<file path="config.mk">
export PLATFORM = sky130hd
export DESIGN_NAME = named_blk_scan_reader_flat
export DESIGN_NICKNAME = d
export VERILOG_FILES = /design/src/rtl/named_blk_scan_reader_if.sv /design/src/rtl/named_blk_scan_reader.sv /design/src/flat_wrapper.sv
export SDC_FILE = /design/constraint.sdc
export NUM_CORES = 1
export LEC_CHECK = 0
export CELL_PAD_IN_SITES_DETAIL_PLACEMENT = 0
export CELL_PAD_IN_SITES_GLOBAL_PLACEMENT = 1
export CORE_MARGIN = 2
export CORE_UTILIZATION = 35
export CTS_CLUSTER_SIZE = 40
export DETAILED_ROUTE_END_ITERATION = 7
export PLACE_DENSITY_LB_ADDON = 0.1
export SYNTH_ARGS = -nofsm -noshare
export SYNTH_HDL_FRONTEND = slang
export SYNTH_SLANG_ARGS = --single-unit
</file>
<file path="constraint.sdc">
create_clock -name clk -period 1.5 [get_ports clk]
set_clock_uncertainty 0.15 [all_clocks]
set_input_delay 0.15 -clock clk [delete_from_list [all_inputs] [get_ports clk]]
set_output_delay 0.15 -clock clk [all_outputs]
set_load 0.02 [all_outputs]
</file>
<file path="src/rtl/named_blk_scan_reader_if.sv">
// Writer/scan bus for named_blk_scan_reader: write port toward the slots, beat stream out.
interface named_blk_scan_reader_if #(
    parameter int unsigned N_SLOTS = 4,
    parameter int unsigned WIDTH   = 8
);
    localparam int unsigned IW = (N_SLOTS > 1) ? $clog2(N_SLOTS) : 1;

    logic             wr_en;
    logic [IW-1:0]    wr_idx;
    logic [WIDTH-1:0] wr_data;
    logic             start;
    logic             busy;
    logic             out_valid;
    logic [IW-1:0]    out_idx;
    logic [WIDTH-1:0] out_data;
    logic             done;

    // Requester side: drives writes and scan start, observes the beat stream.
    modport master (
        output wr_en, wr_idx, wr_data, start,
        input  busy, out_valid, out_idx, out_data, done
    );

    // Reader block side.
    modport slave (
        input  wr_en, wr_idx, wr_data, start,
        output busy, out_valid, out_idx, out_data, done
    );
endinterface

</file>
<file path="src/rtl/named_blk_scan_reader.sv">
// Named-block slot storage with a scan FSM that streams slot[i].x out one slot per cycle.
// Optional feature macro: NAMED_BLK_SCAN_CHECKSUM_EN appends an XOR checksum beat (idx 0).
module named_blk_scan_reader #(
    parameter int unsigned N_SLOTS = 4,
    parameter int unsigned WIDTH   = 8
) (
    input  logic                         clk,
    input  logic                         rst,
    named_blk_scan_reader_if.slave       bus
);
    localparam int unsigned   IW   = (N_SLOTS > 1) ? $clog2(N_SLOTS) : 1;
    localparam logic [IW-1:0] LAST = IW'(N_SLOTS - 1);

`ifdef NAMED_BLK_SCAN_CHECKSUM_EN
    typedef enum logic [1:0] {IDLE = 2'd0, SCAN = 2'd1, FIN = 2'd2, CSUM = 2'd3} state_t;
`else
    typedef enum logic [1:0] {IDLE = 2'd0, SCAN = 2'd1, FIN = 2'd2} state_t;
`endif

    state_t           state;
    logic [IW-1:0]    ptr;
    logic [WIDTH-1:0] rd_vec [N_SLOTS];
`ifdef NAMED_BLK_SCAN_CHECKSUM_EN
    logic [WIDTH-1:0] acc;
`endif

    // Per-slot storage; an out-of-range index matches no slot, so the write is dropped.
    for (genvar i = 0; i < N_SLOTS; i++) begin : slot
        logic [WIDTH-1:0] x;

        // Slot register: reset value i+1, updated by a matching write in any FSM state.
        always_ff @(posedge clk or posedge rst) begin
            if (rst) begin
                x <= WIDTH'(i + 1);
            end else if (bus.wr_en && (bus.wr_idx == IW'(i))) begin
                x <= bus.wr_data;
            end
        end
    end : slot

    // Hierarchical read-back of each named slot into a mux-able vector.
    for (genvar j = 0; j < N_SLOTS; j++) begin : rd
        assign rd_vec[j] = slot[j].x;
    end : rd

    // Scan FSM with registered outputs; FIN is the cycle that carries the done pulse.
    always_ff @(posedge clk or posedge rst) begin
        if (rst) begin
            state         <= IDLE;
            ptr           <= '0;
            bus.busy      <= 1'b0;
            bus.out_valid <= 1'b0;
            bus.out_idx   <= '0;
            bus.out_data  <= '0;
            bus.done      <= 1'b0;
`ifdef NAMED_BLK_SCAN_CHECKSUM_EN
            acc           <= '0;
`endif
        end else begin
            bus.busy      <= 1'b0;
            bus.out_valid <= 1'b0;
            bus.done      <= 1'b0;
            case (state)
                IDLE: begin
                    if (bus.start) begin
                        state <= SCAN;
                    end
                end
                SCAN: begin
                    bus.busy      <= 1'b1;
                    bus.out_valid <= 1'b1;
                    bus.out_idx   <= ptr;
                    bus.out_data  <= rd_vec[ptr];
`ifdef NAMED_BLK_SCAN_CHECKSUM_EN
                    acc           <= acc ^ rd_vec[ptr];
`endif
                    if (ptr == LAST) begin
                        ptr <= '0;
`ifdef NAMED_BLK_SCAN_CHECKSUM_EN
                        state <= CSUM;
`else
                        state <= FIN;
`endif
                    end else begin
                        ptr <= ptr + IW'(1);
                    end
                end
`ifdef NAMED_BLK_SCAN_CHECKSUM_EN
                CSUM: begin
                    bus.busy      <= 1'b1;
                    bus.out_valid <= 1'b1;
                    bus.out_idx   <= '0;
                    bus.out_data  <= acc;
                    acc           <= '0;
                    state         <= FIN;
                end
`endif
                FIN: begin
                    bus.done <= 1'b1;
                    state    <= IDLE;
                end
                default: begin
                    state <= IDLE;
                end
            endcase
        end
    end
endmodule

</file>
<file path="src/flat_wrapper.sv">
// flat-port wrapper written by rule: the top's interface ports become plain ports
module named_blk_scan_reader_flat 
#(
    parameter int unsigned N_SLOTS = 4,
    parameter int unsigned WIDTH   = 8
)
  (clk, rst, bus_wr_en, bus_wr_idx, bus_wr_data, bus_start, bus_busy, bus_out_valid, bus_out_idx, bus_out_data, bus_done);
  named_blk_scan_reader_if #(.N_SLOTS(N_SLOTS), .WIDTH(WIDTH)) bus_i ();
  input  logic clk;
  input  logic rst;
  input wire logic [$bits(bus_i.wr_en)-1:0] bus_wr_en;
  input wire logic [$bits(bus_i.wr_idx)-1:0] bus_wr_idx;
  input wire logic [$bits(bus_i.wr_data)-1:0] bus_wr_data;
  input wire logic [$bits(bus_i.start)-1:0] bus_start;
  output wire logic [$bits(bus_i.busy)-1:0] bus_busy;
  output wire logic [$bits(bus_i.out_valid)-1:0] bus_out_valid;
  output wire logic [$bits(bus_i.out_idx)-1:0] bus_out_idx;
  output wire logic [$bits(bus_i.out_data)-1:0] bus_out_data;
  output wire logic [$bits(bus_i.done)-1:0] bus_done;
  assign bus_i.wr_en = bus_wr_en;
  assign bus_i.wr_idx = bus_wr_idx;
  assign bus_i.wr_data = bus_wr_data;
  assign bus_i.start = bus_start;
  assign bus_busy = bus_i.busy;
  assign bus_out_valid = bus_i.out_valid;
  assign bus_out_idx = bus_i.out_idx;
  assign bus_out_data = bus_i.out_data;
  assign bus_done = bus_i.done;
  named_blk_scan_reader #(.N_SLOTS(N_SLOTS), .WIDTH(WIDTH)) u_core (.clk(clk), .rst(rst), .bus(bus_i));
endmodule
</file>
==> reports/qor.yml, run 1 <==
die:
  die_x_um: 80.43
  dieHeight_um: 80.43
  std_cell_rows: 27
  fp.coreArea_sq_um: 5574
  dieArea_sq_um: 6469
  ioPinCount: 27
  start_util_pct: 36.68
global_route:
  grt_pass1_vias: 1242
  grtUsageTotal_pct: 13.26
  antenna_found_initial: 0
  gr-total-overflow: 0
  grt_pass1_wl_mm: 6.251
  grt_max_degree: 49
power_and_ir_drop:
  power.total_mw: 4.734
  ir_drop_v: 0.0007125
  powerDensity_nw_per_um2: 1797
  p_leak_nw: 1.138
synthesis:
  synthFlopType: "dfrtp_1"
  synth_seq_area_share_pct: 59.06
  syn-num-nets: 133
  synth_common_cells: "43 x dfrtp_1, 36 x mux2_2, 7 x mux2_4, 7 x mux4_2, 5 x dfstp_2"
  ys_top_cells_by_area: "dfrtp_1 53%, mux2_2 20%, mux4_2 7.7%"
  synth_area_leader_cell: "dfrtp_1"
  synth_area_per_cell_sq_um: 17.33
  synth_cells: 118
  synth.most_common_cell: "dfrtp_1"
  async_flop_share_pct: 100.0
  syn_area_sq_um: 2044
  synth.distinct_cells: 20
  synth_top_area_share_pct: 52.63
  synth_seq_cells: 48
  yosys_warnings: 0
  synth-edff-count: 0
worst_setup_path:
  rr_startpoint: "u_core.ptr[0]"
  crit_arrival_ns: 1.63
  startpoint: "u_core.ptr[0]"
  r2r.worst_path.cells: 3
  cp-start-kind: "register"
  crit_buf_inv: 1
  cpMaxStageDelayCell: "mux4_2"
  rrSetupSlack_ns: -0.1
  path_max_fanout: 8
  cp_slowest_stage_delay_ns: 0.50
  path_class: "register to register"
  required_ns: 1.53
  path_delay_family: "multiplexers"
  r2r-end: "u_core.bus.out_data[3]"
  crit_chain: "buf_12 > mux4_2 > mux2_4"
  cp-end-kind: "register"
cells_and_area:
  final.fill_count: 499
  multi_input_area_sq_um: 807.0
  area_growth_pct: 28.89
  drive_gt1_share_pct: 50.62
  diodes: 0
  stdcell_count: 234
  regArea_sq_um: 1209
  postLayoutCellArea_sq_um: 2635
  fin_nets: 176
  utilization_pct: 47.27
sta:
  worst_pin_slew_ns: 0.2542
  min_period_over_period_pct: 106.5
  rsz0062_at_grt: "true"
  maxSlewHeadroom_pct: 83.06
  finalSetupViolCount: 10
  finalCriticalPeriod_ns: 1.597
  worst_slack_ns: -0.09750
  clock.fmax_mhz: 626.0
  drv_slew: 0
  finalHoldViolations: 0
worst_hold_path:
  hp-class: "input pin to asynchronous set/reset pin"
clock_network:
  cts_tree: "done"
  clk_path_buf_depth: 2
  cts_sinks: 48
  clock_latency_ns: 0.29
  path_clk_slew_ns: 0.09
  root_buffer: "clkbuf_8"
  htreeDepth: 2
  numCtsBuffers: 5
  hold_buffers: 0
placed_design:
  portBuffers: 26
  gp_congestion: 0.7027
  dp_hpwl_mm: 2.605
  place_inst: 224
  place_ws_ns: -0.1774
  place_area_sq_um: 2531
routing:
  wl_per_cell_um: 15.99
  drt_iter0_drc: 27
  wl_mm: 3.741
  ant_nets: 0
  dr.pass1.iters: 2
  vias: 1138
  vias_per_cell: 4.863
  drc: 0
flow_run:
  max_cap_viol_count: 0
run_status:
  status: "complete, but fails checks"
  failed_checks: "negative setup slack"
[layout make-up]
| class | count | share of cell area, % |
|---|---|---|
| Clock buffer | 8 | 3.419 |
| Inverter | 1 | 0.1424 |
| Multi-Input combinational cell | 64 | 30.63 |
| Sequential cell | 48 | 45.87 |
| Tap cell | 72 | 3.419 |
| Timing Repair Buffer | 41 | 16.52 |
[stage by stage]
step	TNS, ns	hold slack (ns)
6_report	-0.5674	0.05280
3_3_place_gp	-4.282	0.2790
3_5_place_dp	-5.356	0.3096
4_1_cts	-0.9899	0.06216
5_1_grt	-1.182	0.08988
2_1_floorplan	-0.3533	0.1461
[registers in the layout (all words and copies together) (netlist names)]
name                 flops
u_core.ptr               2
u_core.bus.out_idx       2
u_core.bus.out_data      8
u_core.bus.done          1
u_core.state             2
u_core.bus.busy          1
u_core.slot.x           32
[worst min-delay path, delay by kind of cell]
family | cells | cell delay (ns)
buffers and inverters | 3 | 0.73
[layer usage]
layer	GRT usage, %	vias to the layer above	part of all wire [%]
met5	0	-	0
met4	4.068	0	1.4
met3	3.933	5	4.1
met2	22.33	23	50
met1	16.38	590	44
li1	-	520	-
[worst max-delay path by stage]
stage | end | slack, ns | cells after the start
after floorplan | u_core.bus.out_data[5] | -0.05 | 3
after global placement | u_core.bus.out_data[3] | -0.14 | 3
after detailed placement | u_core.slot[0].x[7] | -0.18 | 4
after CTS | u_core.bus.out_data[3] | -0.14 | 3
after global routing | u_core.bus.out_data[1] | -0.13 | 3
final | u_core.bus.out_data[3] | -0.1 | 3
[cells in the final DEF (no fill, tap or decap)]
cell type	Yosys	layout
and2_1	1	1
nor2b_1	2	2
buf_4	2	8
nand3b_1	2	2
buf_6	1	1
dfrtp_2	0	1
clkbuf_8	0	6
nand2b_4	0	1
mux2_4	7	7
buf_12	0	6
mux2_2	36	36
nand2b_1	2	1
ha_2	0	1
nor3b_4	1	1
a21oi_2	0	1
dlygate4sd2_1	0	13
clkbuf_1	0	2
dfrtp_1	43	42
nand3_1	1	1
nor2_1	1	1
clkinv_1	0	1
dfstp_2	5	5
mux4_2	7	8
clkdlybuf4s50_1	0	13
mux2_1	1	1
[logic make-up after synthesis]
group	after synthesis	synth area share (%)
adder cells (fa/ha/maj)	1	0.6119
AND/OR/NAND/NOR	10	3.610
flip-flops	48	59.06
AO/OA/AOI/OAI	1	0.2446
multiplexers	52	34.52
buffers and inverters	6	1.958
[where the power goes]
group	leakage [nW]	total, mW	internal, mW	switching (mW)
clock network	0.0455	0.774	0.376	0.397
registers	0.564	1.92	1.70	0.223
logic	0.529	2.04	1.24	0.797
total	1.14	4.73	3.32	1.42
[repair_timing]
item	CTS	global route
gates resized for setup	14	5
pin swaps	0	1
endpoints found under the setup margin	21	13
buffers inserted	1	1
Power figures use the tool's default switching activity.
==> run 2, diff against run 1 <==
DONT_BUFFER_PORTS = 1   (was default)
==> run 2 against run 1 <==
Compared with the run above: the run still ends with negative setup slack left; critical path depth unchanged; routed wire length up 2.1%; hold slack better by 0.035 ns; total power down 2.1%; non-clock buffer count down 19; sequential power up 12%; worst setup slack better by 0.021 ns; register-to-register slack better by 0.02 ns; combinational power down 24%; final cell count down 8.1%; global-route usage down 0.23 points; flip-flop and latch count unchanged; largest cell class unchanged.
==> reports/qor.yml, run 2 (same netlist as run 1, synthesis figures left out) <==
worst_hold_path:
  hp-class: "input pin to asynchronous set/reset pin"
die:
  ioPinCount: 27
  dieHeight_um: 80.43
  std_cell_rows: 27
  start_util_pct: 36.68
  dieArea_sq_um: 6469
  die_x_um: 80.43
  fp.coreArea_sq_um: 5574
clock_network:
  root_buffer: "clkbuf_8"
  clock_latency_ns: 0.30
  numCtsBuffers: 5
  cts_tree: "done"
  clk_path_buf_depth: 2
  htreeDepth: 2
  cts_sinks: 48
  path_clk_slew_ns: 0.09
worst_setup_path:
  path_class: "register to register"
  cp-end-kind: "register"
  cp-start-kind: "register"
  crit_arrival_ns: 1.62
  r2r.worst_path.cells: 3
  path_max_fanout: 4
  required_ns: 1.54
cells_and_area:
  largest_reg_flops: 32
  fin_nets: 157
  postLayoutCellArea_sq_um: 2454
  area_growth_pct: 20.01
  top_register: "u_core.slot.x"
  diodes: 0
  final_common_cell: "dfrtp_1"
  stdcell_count: 215
  drive_gt1_share_pct: 55.24
  reg_top3: "u_core.slot.x: 32 flops, u_core.bus.out_data: 8 flops"
  final.fill_count: 522
  layout_common_cells: "43 x dfrtp_1, 36 x mux2_2, 10 x dlygate4sd3_1"
placed_design:
  gp_congestion: 0.6703
  place_ws_ns: -0.09126
  place_inst: 196
  dp_hpwl_mm: 2.494
  portBuffers: 0
  place_area_sq_um: 2218
sta:
  drv_slew: 0
  worst_slack_ns: -0.07636
  rsz0062_at_grt: "true"
  min_period_over_period_pct: 105.1
  clock.fmax_mhz: 634.4
  finalHoldViolations: 0
  tns_ns: -0.4468
  finalCriticalPeriod_ns: 1.576
  worst_pin_slew_ns: 0.3593
  finalSetupViolCount: 8
  maxSlewHeadroom_pct: 76.06
routing:
  wl_per_cell_um: 17.76
  dr.pass1.iters: 4
  wl_mm: 3.819
  vias_per_cell: 4.995
  ant_nets: 0
  vias: 1074
  drt_iter0_drc: 52
  drc: 0
global_route:
  gr-total-overflow: 0
  grtUsageTotal_pct: 13.03
  antenna_found_initial: 0
  grt_pass1_vias: 1214
  grt_pass1_wl_mm: 6.113
  grt_max_degree: 38
power_and_ir_drop:
  p_leak_nw: 1.033
  powerDensity_nw_per_um2: 1889
  ir_drop_v: 0.0006677
flow_run:
  max_cap_viol_count: 0
run_status:
  failed_checks: "negative setup slack"
  status: "complete, but fails checks"
run 2: final cells by class:
class	instances	area (sq um)	share of cell area (%)
Timing Repair Buffer	22	235.2	9.587
Clock inverter	3	42.54	1.734
Inverter	1	3.754	0.1530
Sequential cell	48	1207	49.21
Clock buffer	5	68.82	2.805
Multi-Input combinational cell	64	805.8	32.84
Tap cell	72	90.09	3.672
run 2: worst paths after layout:
check	from	endpoint	slack [ns]
setup / recovery	u_core.ptr[0]	u_core.bus.out_data[3]	-0.08
hold / removal	rst	u_core.bus.out_idx[1]	0.09
setup reg to reg	u_core.ptr[0]	u_core.bus.out_data[3]	-0.08
hold reg to reg	u_core.state[1]	u_core.state[0]	0.31
max in group asynchronous	rst	u_core.slot[3].x[2]	0.56
min in group clk	bus_wr_idx[0]	u_core.slot[3].x[3]	0.13
run 2: what timing repair did:
| item | in CTS | in global routing |
|---|---|---|
| endpoints found under the setup margin | 8 | 10 |
| buffers inserted | 1 | 0 |
| hold buffers | 10 | 0 |
| gates resized for setup | 2 | 2 |
| gates cloned | 0 | 0 |
| endpoints found under the hold margin | 80 | 0 |
run 2: report_power, final:
group	internal [mW]	switching [mW]	total, mW
Sequential	1.70	0.455	2.15
Clock	0.493	0.433	0.927
Combinational	1.03	0.523	1.56
run 2: through the flow:
step | total power, mW | utilization [%] | hold slack, ns
floorplan | 3.260 | - | 0.1461
detailed placement | 3.669 | 39.80 | -0.1609
finish | 4.636 | 44.02 | 0.08732
global placement | 3.640 | 39.80 | -0.1653
global route | 4.922 | 44.02 | 0.09902
CTS | 4.687 | 43.73 | 0.08933
run 2: worst max-delay path, stage by stage (launching register included):
cell and delay, ns:
dfrtp_1 0.40, buf_6 0.15, mux4_2 0.50, mux2_4 0.27
run 2: routing by layer:
metal / GRT usage, % / share of wire, %
met1: 15.83 / 45
met2: 21.83 / 50
met3: 3.596 / 4.5
met4: 5.254 / 1.0
met5: 0 / 0
==> run 3, diff against run 2 <==
CORE_UTILIZATION = 47   (was 35)
SLEW_MARGIN = 5   (was default)
==> run 3 against run 2 <==
Compared with the run above: the flow still finishes with violations (negative setup slack); via count rose by 1.6%; hold slack improved by 0.039 ns; sequential share of layout area increased by 1.3 points; flip-flop and latch count unchanged; die area decreased by 24%; critical path type unchanged; largest cell class unchanged; highest routed layer unchanged.
==> reports/qor.yml, run 3 (same netlist as run 1, synthesis figures left out) <==
clock_network:
  htreeDepth: 2
  numCtsBuffers: 5
  root_buffer: "clkbuf_8"
  clk_path_buf_depth: 2
  cts_sinks: 48
  path_clk_slew_ns: 0.08
  clock_latency_ns: 0.29
  cts_tree: "done"
sta:
  tns_ns: -0.4883
  finalSetupViolCount: 10
  finalHoldViolations: 0
  drv_slew: 0
  finalCriticalPeriod_ns: 1.568
  min_period_over_period_pct: 104.5
  worst_slack_ns: -0.06802
  worst_pin_slew_ns: 0.3636
  clock.fmax_mhz: 637.7
  maxSlewHeadroom_pct: 75.72
  rsz0062_at_grt: "true"
worst_hold_path:
  min_from: "bus_wr_idx[0]"
  hp-class: "input pin to register"
routing:
  wl_mm: 3.538
  drc: 0
  vias: 1091
  dr.pass1.iters: 3
  wl_per_cell_um: 18.05
  ant_nets: 0
  drt_iter0_drc: 25
  vias_per_cell: 5.566
power_and_ir_drop:
  p_leak_nw: 1.034
  p_int_mw: 3.145
  pwr-share-comb_pct: 30.8
  powerDensity_nw_per_um2: 1878
  switchingPower_mw: 1.353
  clkPwrFrac_pct: 20.0
  netSwitchingFraction_pct: 30.08
  seq_power_share_pct: 49.1
  ir_drop_v: 0.0008846
worst_setup_path:
  cp-end-kind: "register"
  required_ns: 1.53
  crit_chain: "buf_4 > mux4_2 > mux2_4"
  path_class: "register to register"
  path_max_fanout: 4
  cpMaxStageDelayCell: "mux4_2"
  path_delay_family: "multiplexers"
  startpoint: "u_core.ptr[0]"
  cp_slowest_stage_delay_ns: 0.50
  crit_arrival_ns: 1.60
  rr_startpoint: "u_core.ptr[0]"
  cp-start-kind: "register"
  crit_buf_inv: 1
placed_design:
  place_ws_ns: -0.08143
  portBuffers: 0
  place_area_sq_um: 2176
  gp_congestion: 0.7240
  dp_hpwl_mm: 2.467
cells_and_area:
  drive_gt1_share_pct: 56.85
  fin_nets: 160
  final_common_cell: "dfrtp_1"
  layout_common_cells: "42 x dfrtp_1, 36 x mux2_2, 15 x buf_4"
  area_growth_pct: 17.14
  regArea_sq_um: 1209
  largest_reg_flops: 32
  postLayoutCellArea_sq_um: 2395
  diodes: 0
  multi_input_area_sq_um: 799.5
  final.fill_count: 333
  reg_top3: "u_core.slot.x: 32 flops, u_core.bus.out_data: 8 flops"
  top_register: "u_core.slot.x"
run_status:
  status: "complete, but fails checks"
  failed_checks: "negative setup slack"
flow_run:
  max_cap_viol_count: 0
global_route:
  grt_pass1_wl_mm: 6.009
  grtUsageTotal_pct: 16.00
  grt_pass1_vias: 1141
  gr-total-overflow: 0
  grt_max_degree: 23
  antenna_found_initial: 0
die:
  dieArea_sq_um: 4894
  dieHeight_um: 69.96
  start_util_pct: 50.03
  die_x_um: 69.96
  fp.coreArea_sq_um: 4086
  ioPinCount: 27
  std_cell_rows: 23
-- run 3: final cells by class --
cell class,instances,area share [%]
clock buffers,6,3.030
repair buffers,25,8.882
flip-flops and latches,48,50.47
well taps,50,2.612
multi-input cells,64,33.39
inverters,1,0.1567
clock inverters,2,1.463
-- run 3: layer usage --
metal / global-route usage [%] / part of all wire, % / up-vias
met4: 3.846 / 0.23 / 0
met5: 0 / 0 / -
met3: 5.483 / 4.0 / 2
li1: - / - / 484
met2: 27.94 / 53 / 21
met1: 19.02 / 43 / 584
-- run 3: through the flow --
step / util (%) / instances / power [mW] / hold WS [ns]
after detailed placement: 53.25 / 177 / 3.576 / -0.1199
final: 58.60 / 196 / 4.498 / 0.1264
after CTS: 58.60 / 196 / 4.548 / 0.1277
after global routing: 58.60 / 196 / 4.764 / 0.1253
after floorplan: - / 118 / 3.260 / 0.1461
after global placement: 53.25 / 177 / 3.519 / -0.1300
-- run 3: path summary, 6_finish.rpt --
path | slack [ns] | depth (start not counted) | end
worst min register to register | 0.32 | 1 | u_core.state[0]
worst max register to register | -0.07 | 3 | u_core.bus.out_data[0]
worst min-delay path | 0.13 | 3 | u_core.slot[3].x[7]
worst max-delay path | -0.07 | 3 | u_core.bus.out_data[0]
min in group asynchronous | 0.14 | 2 | u_core.slot[0].x[1]
max in group asynchronous | 0.43 | 3 | u_core.ptr[1]
-- run 3: power groups by stage --
stage	Clock [mW]	Sequential (mW)	Combinational, mW
2_1_floorplan	0	2.07	1.19
3_3_place_gp	0	2.22	1.30
3_5_place_dp	0	2.23	1.35
4_1_cts	0.933	2.21	1.40
5_1_grt	0.994	2.26	1.51
6_report	0.901	2.21	1.39
-- run 3: what timing repair did --
item	CTS	global route
endpoints found under the hold margin	81	0
hold buffers	10	0
cloned	0	0
pin swaps	0	0
setup buffers	1	0
endpoints found under the setup margin	10	11
gates resized for setup	1	3
-- run 3: worst min-delay path, stage by stage --
cell     delay, ns
nand3_1       0.04
buf_4         0.18
mux2_2        0.16
